--- config.mk ---
export PLATFORM = sky130hd
export DESIGN_NAME = i2c_slave
export DESIGN_NICKNAME = d
export VERILOG_FILES = /design/src/rtl/i2c_slave.sv
export SDC_FILE = /design/constraint.sdc
export NUM_CORES = 1
export LEC_CHECK = 0
export ABC_AREA = 1
export CORE_ASPECT_RATIO = 0.6
export CORE_MARGIN = 2
export CORE_UTILIZATION = 55
export CTS_CLUSTER_SIZE = 8
export DETAILED_ROUTE_END_ITERATION = 8
export HOLD_SLACK_MARGIN = 0.12
export PLACE_DENSITY = 0.83
export REMOVE_ABC_BUFFERS = 1
export SYNTH_ARGS = -nofsm -noshare
export SYNTH_HDL_FRONTEND = slang
export SYNTH_SLANG_ARGS = --single-unit
--- constraint.sdc ---
create_clock -name clk -period 8.5 [get_ports clk]
set_input_delay 1.275 -clock clk [delete_from_list [all_inputs] [get_ports clk]]
set_output_delay 1.275 -clock clk [all_outputs]
set_load 0.05 [all_outputs]
--- src/rtl/i2c_slave.sv ---
// I2C register-file target: 7-bit address, 8-bit auto-incrementing register pointer.
// SCL/SDA are oversampled on clk; START/STOP and SCL edges are decoded from synchronised copies.
module i2c_slave #(
    parameter logic [6:0]  SLAVE_ADDR = 7'h69,
    parameter int unsigned NUM_REGS   = 16,
    parameter logic [7:0]  RESET_VAL  = 8'h00
) (
    input  logic       clk,
    input  logic       rst,
    input  logic       scl,
    input  logic       sda_in,
    output logic       sda_oe,
    output logic       wr_stb,
    output logic [7:0] wr_reg,
    output logic [7:0] wr_data,
    output logic       busy
);
    localparam int unsigned IDX_W    = (NUM_REGS > 1) ? $clog2(NUM_REGS) : 1;
    localparam logic [8:0]  LP_NREGS = 9'(NUM_REGS);

    typedef enum logic [2:0] {S_IDLE, S_ADDR, S_REG, S_WDATA, S_RDATA} state_t;

    logic       r_scl_s1, r_scl_s2, r_scl_d;
    logic       r_sda_s1, r_sda_s2, r_sda_d;
    state_t     r_state;
    logic [3:0] r_bitcnt;
    logic [6:0] r_shift;
    logic [6:0] r_tx;
    logic [7:0] r_ptr;
    logic       r_ack;
    logic       r_rw;
    logic [7:0] r_mem [NUM_REGS];

    logic       w_scl_rise, w_scl_fall, w_start, w_stop, w_ptr_ok;
    logic [7:0] w_byte, w_rd_byte;

    always_ff @(posedge clk or posedge rst) begin
        if (rst) begin
            {r_scl_s1, r_scl_s2, r_scl_d} <= '1;
            {r_sda_s1, r_sda_s2, r_sda_d} <= '1;
        end else begin
            r_scl_s1 <= scl;
            r_scl_s2 <= r_scl_s1;
            r_scl_d  <= r_scl_s2;
            r_sda_s1 <= sda_in;
            r_sda_s2 <= r_sda_s1;
            r_sda_d  <= r_sda_s2;
        end
    end

    assign w_scl_rise = r_scl_s2 & ~r_scl_d;
    assign w_scl_fall = ~r_scl_s2 & r_scl_d;
    assign w_start    = r_scl_s2 & r_scl_d & r_sda_d & ~r_sda_s2;
    assign w_stop     = r_scl_s2 & r_scl_d & ~r_sda_d & r_sda_s2;
    assign w_byte     = {r_shift, r_sda_s2};
    assign w_ptr_ok   = ({1'b0, r_ptr} < LP_NREGS);
    assign w_rd_byte  = w_ptr_ok ? r_mem[r_ptr[IDX_W-1:0]] : 8'hFF;

    // r_bitcnt: 0..7 data bits, 8 = ACK slot pending, 9 = ACK slot on the bus
    always_ff @(posedge clk or posedge rst) begin
        if (rst) begin
            r_state  <= S_IDLE;
            r_bitcnt <= '0;
            r_shift  <= '0;
            r_tx     <= '0;
            r_ptr    <= '0;
            r_ack    <= 1'b0;
            r_rw     <= 1'b0;
            sda_oe   <= 1'b0;
            wr_stb   <= 1'b0;
            wr_reg   <= '0;
            wr_data  <= '0;
            busy     <= 1'b0;
            for (int unsigned i = 0; i < NUM_REGS; i++) r_mem[i] <= RESET_VAL;
        end else begin
            wr_stb <= 1'b0;
            if (w_stop) begin
                r_state  <= S_IDLE;
                r_bitcnt <= '0;
                sda_oe   <= 1'b0;
                busy     <= 1'b0;
            end else if (w_start) begin
                r_state  <= S_ADDR;
                r_bitcnt <= '0;
                sda_oe   <= 1'b0;
            end else begin
                unique case (r_state)
                    S_ADDR, S_REG, S_WDATA: begin
                        if (w_scl_rise && r_bitcnt < 4'd8) begin
                            r_shift  <= w_byte[6:0];
                            r_bitcnt <= r_bitcnt + 4'd1;
                            if (r_bitcnt == 4'd7) begin
                                r_ack <= 1'b1;
                                if (r_state == S_ADDR) begin
                                    if (w_byte[7:1] == SLAVE_ADDR) begin
                                        busy <= 1'b1;
                                        r_rw <= w_byte[0];
                                    end else begin
                                        r_state <= S_IDLE;
                                        busy    <= 1'b0;
                                        r_ack   <= 1'b0;
                                    end
                                end else if (r_state == S_REG) begin
                                    r_ptr <= w_byte;
                                end else begin
                                    r_ptr <= r_ptr + 8'd1;
                                    if (w_ptr_ok) begin
                                        r_mem[r_ptr[IDX_W-1:0]] <= w_byte;
                                        wr_stb  <= 1'b1;
                                        wr_reg  <= r_ptr;
                                        wr_data <= w_byte;
                                    end else begin
                                        r_ack <= 1'b0;
                                    end
                                end
                            end
                        end else if (w_scl_fall && r_bitcnt == 4'd8) begin
                            sda_oe   <= r_ack;
                            r_bitcnt <= 4'd9;
                        end else if (w_scl_fall && r_bitcnt == 4'd9) begin
                            r_bitcnt <= '0;
                            sda_oe   <= 1'b0;
                            if (r_state == S_ADDR && r_rw) begin
                                // first read byte goes out on the same fall that ends the ACK
                                r_state <= S_RDATA;
                                sda_oe  <= ~w_rd_byte[7];
                                r_tx    <= w_rd_byte[6:0];
                            end else if (r_state == S_ADDR) begin
                                r_state <= S_REG;
                            end else if (r_state == S_REG) begin
                                r_state <= S_WDATA;
                            end
                        end
                    end
                    S_RDATA: begin
                        if (w_scl_fall) begin
                            if (r_bitcnt < 4'd7) begin
                                sda_oe   <= ~r_tx[6];
                                r_tx     <= {r_tx[5:0], 1'b0};
                                r_bitcnt <= r_bitcnt + 4'd1;
                            end else if (r_bitcnt == 4'd7) begin
                                sda_oe   <= 1'b0;
                                r_bitcnt <= 4'd8;
                            end else if (r_bitcnt == 4'd9) begin
                                sda_oe   <= ~w_rd_byte[7];
                                r_tx     <= w_rd_byte[6:0];
                                r_bitcnt <= '0;
                            end
                        end else if (w_scl_rise && r_bitcnt == 4'd8) begin
                            r_ptr <= r_ptr + 8'd1;
                            if (r_sda_s2) begin
                                r_state <= S_IDLE;
                                busy    <= 1'b0;
                            end else begin
                                r_bitcnt <= 4'd9;
                            end
                        end
                    end
                    default: ;
                endcase
            end
        end
    end
endmodule

======== Word level (Yosys, flattened, before mapping) ========
Cells that the tools add are included.
word-level totals
  register bits after elaboration ......... 184
  output and inout bits ................... 19
cells by class
  add/subtract/negate cells ............... 2
  $lt $le $gt $ge ......................... 5
  eq/ne operators ......................... 44
  multiplexer cells ....................... 81
  bitwise logic cells ..................... 18
  reduce and logical (&&, ||, !) cells .... 20
operator list
  kind                 count
  $bwmux 128           1
  $mux 8               10
  $mux 7               8
  $mux 4               11
  $mux 3               14
  $ne 5x5->1 const B   8
  $bmux 8 s4           1
  $demux 8 s4          1
  $mux 1               29
  $ne 3x3->1 const B   8
  $reduce_and 8->1     3
  $ne 2x2->1 const B   10
  $ne 4x4->1 const B   5
  $reduce_and 10->1    2
  $ne 6x6->1 const B   3
  $pmux 8 s2           1
  $reduce_and 5->1     3
  $pmux 7 s2           1
  $not 1->1            10
  $add 8x1->8 const B  1
  $eq 4x4->1 const B   2
  $lt 8x5->1 const B   1
  $pmux 4 s2           1
  $and 1x1->1          7
  other kinds (22)     29

======== Logic depth before layout (Yosys ltp) ========
Gate-level depths: netlist of the first run.
  depth in word-level cells ............... 13
  mapped depth ............................ 13

======== Worst setup path before layout of the first run ========
No wires, ideal clock.
  kind .................................... register to register
  start ................................... register r_ptr[0]
  end ..................................... register r_mem[40] in the netlist's numbering
  setup time .............................. 137 ps
  arrival time ............................ 1,928 ps
  data required time ...................... 8,363 ps
  path slack .............................. 6,435 ps
  stages on the path, launching flop included .. 10
  path buffers ............................ 4
  clock period less this slack ............ 2,065 ps
  cells stage by stage .................... dfrtp_1 > clkbuf_1 > inv_1 > buf_2 > buf_1 > ha_1 > nand3_2 > buf_2 > nand2_1 > o21ai_0
between the ends
  longest elaborated chain between the ends .. 6
  elaborated cells between the ends (all ways) .. 9
  those cells by class .................... order compare: 3; mux: 3; bitwise: 1; reduce/logical: 2
RTL lines
  what                                                            line  RTL
  start, declared                                                 29    logic [7:0] r_ptr;
  start signal, assigned                                          104   r_ptr <= w_byte;
  start signal, assigned                                          106   r_ptr <= r_ptr + 8'd1;
  start signal, assigned                                          150   r_ptr <= r_ptr + 8'd1;
  $not 4->5 (not written as such)                                 108   r_mem[r_ptr[IDX_W-1:0]] <= w_byte;
  $ge 5x5->1 (not written as such) or $lt 5x1->1 (tied branches)  108
  $logic_and 1x1->1 (not written as such)                         108
  $mux 8 (not written as such)                                    108
  $demux 8 s4                                                     108
  $bwmux 128                                                      108
  end signal, assigned by index                                   108
  end, declared                                                   32    logic [7:0] r_mem [NUM_REGS];
Parallel ways exist; a longest one is shown, timed or not.
A chain may end at the register's enable or synchronous reset.

======== Worst setup path after layout of the first run ========
  start ................................... register r_ptr[0]
  end ..................................... register r_mem[44] in the netlist's numbering
The elaborated chain is that of the path after synthesis.

==> results.txt, run 1 <==
- In the routed design, unresolved DRC markers number 0.
* Iter 0 DRT Violations: 927
- Die outline area: 0.0172 mm²
- Clock skew: 0.0162 ns
* Worst-Margin Slew: 1.18 ns
- Ordered list of cells on the worst path: buf_4, inv_2, buf_4, ha_1, nand3_2, nand2_1, o21ai_0
- Clock latency on the worst-skew pair, taken at its later pin, is 0.44 ns.
- Synth warn: 0
- On the worst path, the slowest cell contributes a delay of 0.53 ns.
- The worst setup path is launched from a flip-flop.
- Sequential cell area: 0.00461 mm²
- Synthesis-stage register bit count: 184
* Die Width: 168 µm
- Via-to-Cell Ratio: 5.84
* Cts-stage hold buffer count: 0
- Once detail routing completed, the nets flagged for antenna violations numbered 0.
- Number of buffer cells added on primary ports: 22
- First-pass iteration count of the detailed router: 6
* Overall routed net length: 22500 µm
- Post-detailed-route wirelength per cell: 17.6 µm
- Cell type of the slowest stage on the worst timing path: buf_4
- In this run the worst path has a maximum fanout of 72.
* Final min period: 2.96 ns
- The number of antenna diodes in the final layout is 0.
* Number of CTS-inserted buffers: 17
- The final layout contains 1070 nets.
* Endpoints failing setup: 0
* Area of the mapped netlist: 0.00890 mm²
- Category of the most critical setup path: flip-flop to flip-flop
* Maximum frequency from static timing analysis: 0.338 GHz
- A synthesized cell averages 8.30 µm².
* CTS tree: built
* Endpoint type of the worst setup path: flip-flop
- r_mem holds more flip-flops than any other register.
- Clock buffer depth: 2
- Remaining global-route overflow: 0
- The cell sitting at the root of the clock tree is a clkbuf_16.
- In this run the number of H-tree levels came out at 4.
- Post-placement setup slack: 5.16 ns
- Run status: completed
- Aggregate global-route resource usage: 0.276
- Total number of clock tree sinks: 184
- The count of pins over their slew limit is 0.
* Part of the Yosys area used for sequential elements: 0.518
- The area growth from synthesis to layout is 9.07%.
- Of the cells placed in the final design, the portion with a size suffix greater than 1 is 0.0821.
* Number of violations of the max-capacitance limit: 0
- The first global-routing pass estimated 36700 µm of wire.
* Via count of the first global-routing pass: 6901
- The floorplan has 35 rows.
- Number of failing hold endpoints at the final stage: 0
* Cell Area, Placed: 0.00910 mm²
- Portion of the clock cycle consumed by the worst path in the final layout: 0.348
* Vert. Die Dim: 103 µm
- The number of antenna violations at the first check in global routing is 0.
* Number of placed I/O pins: 23
- Worst-case vdd ir drop: 173 µV
- Instance count of the mapped netlist: 1072
* PwrDens: 278 mW/mm²
* Number of enable flip-flop cells after synthesis: 0
* Share of flip-flops with an asynchronous set or reset after synthesis: 1.00
- Cell variety after synth: 34
- Post CTS Setup Buffer Count: 0
- Required @ worst endpoint: 8.77 ns
- Starting Density: 0.571
- Counting the fill cells in the layout gives 1308.
* Fin worst setup slack: 5.54 ns
- Setup repair after global routing left no endpoint under its margin.
- Final non-filler cell area: 0.00971 mm²
- Kind of path behind the tightest hold check: flip-flop to flip-flop
- Main flop type after synthesis: dfrtp_1
- Flip-flop count of the largest register, all copies and words added: 128
* Static leakage: 0.00438 µW
- Routability-driven placement finished with a final weighted congestion of 1.01.
- Most frequent CP cell: buf_4
- Post-CTS sizing: 0
* Clock slew seen by the registers of the worst setup and hold paths: 0.08 ns
* Final sum of negative setup slack: 0 ns
* Core region area: 0.0156 mm²
* Maximum number of pins on one net before global-route repair: 113
* Footprint of the multi-input gates: 0.00366 mm²
* DP Wirelength: 13900 µm
- Data arrives at the worst endpoint at 3.23 ns.
- Routed via count: 7444
- Worst slew margin relative to its limit: 0.210
[stage by stage]
step	hold slack, ns	util	cells	power [µW]
CTS	0.359	0.623	1275	2670
global route	0.360	0.623	1275	2830
floorplan	0.345	-	1010	1580
global placement	0.345	0.584	1243	1850
finish	0.358	0.623	1275	2700
detailed placement	0.347	0.584	1243	1860
[worst max-delay path, delay by kind of cell, from the launching register on]
family,cells,cell delay [ns]
buf+inv,3,1.18
flops,1,0.39
simple gates,2,0.54
compound gates,1,0.11
fa+ha+maj,1,0.48
[cells by family after synthesis]
| logic type | count (synthesis) | share of synthesized area |
|---|---|---|
| DFF | 184 | 0.518 |
| adders and majority gates | 7 | 0.00984 |
| xor gates and xnor gates | 4 | 0.00394 |
| AOI/OAI and AO/OA | 284 | 0.171 |
| buffers and inverters | 138 | 0.0703 |
| and+or+nand+nor | 455 | 0.227 |
[layout by cell type, fill, tap and decap left out, types with 3 or more instances in the layout]
cell type,Yosys,layout
a21oi_1,20,20
ha_1,7,7
inv_6,0,7
nor3_1,6,6
nand3_4,11,11
nand3b_1,6,6
dfstp_2,6,6
o211ai_1,3,3
inv_2,4,5
o21ai_1,89,89
clkbuf_16,0,17
o22ai_1,24,24
nand4_1,10,10
xor2_1,4,4
nor2_1,93,93
nand3_2,5,5
clkdlybuf4s50_1,0,22
clkinv_8,0,3
o21ai_0,132,132
nand2_1,279,279
buf_4,0,8
inv_1,71,69
dfrtp_1,178,177
o21ai_2,10,10
nand3_1,38,38
nand2_2,4,4
[report_power, final]
part	switching, µW	total [µW]	internal (µW)	leakage [µW]
clock network	387	808	421	0.000290
logic	682	906	224	0.00157
registers	49.6	982	933	0.00252
total	1120	2700	1580	0.00438
[per-layer routing]
metal  routed length [µm]  global-route usage
met4                  311              0.0816
met5                    0              0.0109
met2                 9400               0.394
met3                 2360              0.0745
met1                10400               0.413
[worst paths after layout]
check	from	end	slack [ns]	cells past startpoint
min reg2reg	r_scl_s1	r_scl_s2	0.36	0
max reg2reg	r_ptr[0]	r_mem[44]	5.54	7
max	r_ptr[0]	r_mem[44]	5.54	7
max in group asynchronous	rst	r_bitcnt[0]	5.71	3
min in group asynchronous	rst	r_mem[65]	1.39	2
min	r_scl_s1	r_scl_s2	0.36	0
[cell usage after synthesis, types with 11 or more instances]
| master | count | area [µm²] |
|---|---|---|
| nand2_1 | 279 | 1050 |
| o22ai_1 | 24 | 150 |
| a21oi_1 | 20 | 100 |
| nand3_1 | 38 | 190 |
| inv_1 | 71 | 267 |
| nand3_4 | 11 | 193 |
| clkbuf_1 | 37 | 139 |
| dfrtp_1 | 178 | 4450 |
| o21ai_1 | 89 | 445 |
| nor2_1 | 93 | 349 |
| buf_2 | 11 | 55.1 |
| o21ai_0 | 132 | 661 |
[layout make-up]
class                   count  share of cell area
clock buffers              17              0.0438
flip-flops and latches    184               0.475
repair buffers             30              0.0289
multi-input cells         750               0.377
inverters                  76              0.0304
well taps                 203              0.0262
clock inverters            15              0.0182
Note: power is estimated with default switching activity, not from simulation.
==> run 2, diff against run 1 <==
--- a/config.mk
+++ b/config.mk
@@ -12,7 +12,7 @@
 export CTS_CLUSTER_SIZE = 8
 export DETAILED_ROUTE_END_ITERATION = 8
 export HOLD_SLACK_MARGIN = 0.12
-export PLACE_DENSITY = 0.83
+export PLACE_DENSITY = 0.86
 export REMOVE_ABC_BUFFERS = 1
 export SYNTH_ARGS = -nofsm -noshare
 export SYNTH_HDL_FRONTEND = slang
==> constraint.sdc (replaced) <==
create_clock -name clk -period 2.4 [get_ports clk]
set_input_delay 0.36 -clock clk [delete_from_list [all_inputs] [get_ports clk]]
set_output_delay 0.36 -clock clk [all_outputs]
set_load 0.05 [all_outputs]
==> run 2 against run 1 <==
Compared with the run above: via count is 2.7% higher; cell count rose by 1.4%; global-route usage up 1.5 points; sequential share of layout area down 0.98 points; clock power grew to 3.7 times the previous value; critical path depth rose by 2; critical path type unchanged; critical endpoint is now r_mem[48]; largest power group unchanged; highest routed layer unchanged.
==> results.txt, run 2 (synthesized netlist as in run 1, its figures left out) <==
- The worst setup slack for register-to-register paths is 0.1 ns (was 5.54 ns).
* Launch point of the critical path: r_sda_s2 (was r_ptr[0])
- The finished layout cell area came to 0.00991 mm² (was 0.00971 mm²).
* PwrDens: 994 mW/mm² (was 278 mW/mm²)
- Leading cell type in the layout, fill and taps excluded: nand2_1 (unchanged)
- Required @ worst endpoint: 2.71 ns (was 8.77 ns)
* Cell Area, Placed: 0.00929 mm² (was 0.00910 mm²)
- Register containing the most flip-flops in the final layout: r_mem (unchanged)
- The internal power consumption was 5820 µW (was 1580 µW).
- The number of max-cap violations came to 0 (unchanged).
- Combinational Power Share: 0.342 (was 0.336)
* Overall routed net length: 23600 µm (was 22500 µm)
- The routed wire length per instance came to 18.3 µm (was 17.6 µm).
- The full die area is 0.0172 mm² (unchanged).
- The cell with the largest stage delay on the worst path is dfstp_2 (was buf_4).
- Final min period: 2.30 ns (was 2.96 ns)
- Die Width: 168 µm (unchanged)
- Run status: completed (unchanged).
* Via-to-Cell Ratio: 5.91 (was 5.84)
- N_diodes: 0 (unchanged)
* Maximum number of pins on one net before global-route repair: 55 (was 113)
- The critical path start-end classification was flip-flop to flip-flop (unchanged).
* Number of CTS-inserted buffers: 17 (unchanged)
- The core box area came to 0.0156 mm² (unchanged).
- The proportion of power drawn by flip-flops and latches came to 0.358 (was 0.364).
- Routed via count: 7648 (was 7444)
- Endpoints failing setup: 0 (unchanged)
* Power after layout: 9850 µW (was 2700 µW)
- The level count of the clock H-tree is 4 (unchanged).
- The reg-to-reg endpoint is r_mem[48] (was r_mem[44]).
- The switching portion of total power came to 0.410 (was 0.415).
* Endpoint type of the worst setup path: flip-flop (unchanged)
- The startpoint type of the worst setup path is a flip-flop (unchanged).
- The fraction of power consumed by the clock network came to 0.301 (was 0.300).
* Placed cell count: 1261 (was 1243)
* Clock slew seen by the registers of the worst setup and hold paths: 0.07 ns (was 0.08 ns)
- Longest individual stage delay on the worst path: 0.58 ns (was 0.53 ns)
- Clock latency reported for the late side of the worst-skew pair: 0.45 ns (was 0.44 ns)
- Most frequent CP cell: nand2_1 (was buf_4)
- Via count of the first global-routing pass: 7127 (was 6901)
- Static leakage: 0.00449 µW (was 0.00438 µW)
- Initial antenna violation count: 0 (unchanged)
* Hold wc startpoint: scl (was r_scl_s1)
* R2R cell count: 9 (was 7)
- The flip-flop count of the largest register, all copies and words added was 128 (unchanged).
- Fin worst setup slack: 0.0972 ns (was 5.54 ns)
- Signed area change from the synthesized netlist to the final layout: 11.4% (was 9.07%)
- Setup repair after global routing missed its margin: yes (was no)
* Commonest cells after routing, fill and taps aside: nand2_1 (279), dfrtp_1 (177), o21ai_0 (132) (unchanged)
- Total number of clock tree sinks: 184 (unchanged)
- The final HPWL from detailed placement was 15400 µm (was 13900 µm).
- First-pass iteration count of the detailed router: 6 (unchanged)
- The hold violation total from the final report came to 0 (unchanged).
- Wire length of the first global-routing pass: 38200 µm (was 36700 µm)
* Clock skew: 0.0123 ns (was 0.0162 ns)
- The maximum resistive drop on vdd came to 868 µV (was 173 µV).
- Proportion of layout cells with a drive suffix above 1: 0.0972 (was 0.0821)
- The peak clock frequency supported by timing is 0.434 GHz (was 0.338 GHz).
- The total routing resource utilization after global routing was 0.291 (was 0.276).
- The share of the cycle needed by the critical path after routing is 0.960 (was 0.348).
- Number of core rows: 35 (unchanged)
- The critical path arrival came to 2.61 ns (was 3.23 ns).
- The initial core utilization was 0.571 (unchanged).
- The end of the worst hold path is r_scl_s1 (was r_scl_s2).
* Number of placed I/O pins: 23 (unchanged)
- The count of unresolved DRC violations after routing is 0 (unchanged).
- The transition time of the tightest slew-check pin is 0.900 ns (was 1.18 ns).
- The worst slack at placement came to 0.164 ns (was 5.16 ns).
- Number of nets still failing antenna checks after routing: 0 (unchanged)
- The worst-path maximum fanout came to 16 (was 72).
- The weighted congestion reported at the end of routability-driven placement came to 0.998 (was 1.01).
- The layout filler cell count was 1278 (was 1308).
* Sw power: 4040 µW (was 1120 µW)
- Worst slew margin relative to its limit: 0.400 (was 0.210)
* Kind of path behind the tightest hold check: primary input to flip-flop (was flip-flop to flip-flop)
- Pins over their slew limit: 0 (unchanged)
- Number of buffer cells added on primary ports: 22 (unchanged)
- The largest buffer count on any clock path was 2 (unchanged).
* Number of cells in the finished layout apart from fillers: 1293 (was 1275)
- The sum of overflow across all layers after global routing came to 0 (unchanged).
* Clock Tree Root: clkbuf_16 (unchanged)
- Number of nets at the end of the flow: 1088 (was 1070)
* Count of cells along the worst hold path: 1 (was 0)
- Critical register-to-register path startpoint: r_sda_s2 (was r_ptr[0])
* CTS tree: built (unchanged)
- Iter 0 DRT Violations: 1135 (was 927)
- Ordered list of cells on the worst path: inv_1, nand2_1, nand2_2, nor2_4, nand3_4, inv_4, nand3_2, nand2_1, o21ai_0 (was buf_4, inv_2, buf_4, ha_1, nand3_2, nand2_1, o21ai_0).
* Vert. Die Dim: 103 µm (unchanged)
==> run 2: cell count changes in the layout (fill, tap and decap cells not counted), sizes merged <==
cell / previous run / this run
clkinv: 5 / 3
buf: 8 / 26
clkbuf: 17 / 18
bufinv: 1 / 2
==> run 2: timing repair <==
item | CTS | global route
endpoints found under the setup margin | 0 | 12
gates resized for setup | 0 | 1
buffers inserted | 0 | 0
hold buffers | 0 | 0
==> run 2: final cells by class <==
class	instances	area, µm²	share of cell area
flip-flops and latches	184	4610	0.465
multi-input cells	750	3670	0.370
repair buffers	48	465	0.0470
clock buffers	18	439	0.0443
inverters	76	295	0.0298
well taps	203	254	0.0256
clock inverters	14	174	0.0175
==> run 2: worst max path at each step <==
stage / endpoint / slack (ns)
floorplan: busy / -2.95
global placement: r_mem[57] / 0.31
detailed placement: r_mem[57] / 0.16
CTS: r_mem[57] / 0.12
global route: r_mem[54] / -0.05
finish: r_mem[48] / 0.1
==> run 2: per-layer routing <==
layer	part of all wire	wire length (µm)	vias to the layer above	track usage
li1	-	-	3552	-
met4	0.013	298	0	0.0756
met3	0.11	2560	36	0.0802
met5	0	0	-	0
met2	0.42	9870	410	0.419
met1	0.46	10900	3650	0.436
==> run 2: power groups by stage <==
stage	logic [µW]	clock network, µW	registers (µW)
detailed placement	3220	0	3570
CTS	3250	2980	3510
finish	3370	2960	3520
global route	3660	3120	3550
floorplan	1990	0	3620
global placement	3200	0	3560
==> run 2: worst max-delay path: cells and delay by family (launching register included) <==
| kind | cells | cell delay, ns |
|---|---|---|
| and+or+nand+nor | 6 | 1.12 |
| AOI/OAI and AO/OA | 1 | 0.11 |
| buffers and inverters | 2 | 0.34 |
| DFF | 1 | 0.58 |
==> run 2: metrics by stage <==
step            util  hold slack (ns)  TNS [ns]
2_1_floorplan      -            0.345   -596.26
3_3_place_gp   0.596            0.345         0
3_5_place_dp   0.596            0.348         0
4_1_cts        0.635            0.304         0
5_1_grt        0.636            0.309    -0.279
6_report       0.636            0.315         0
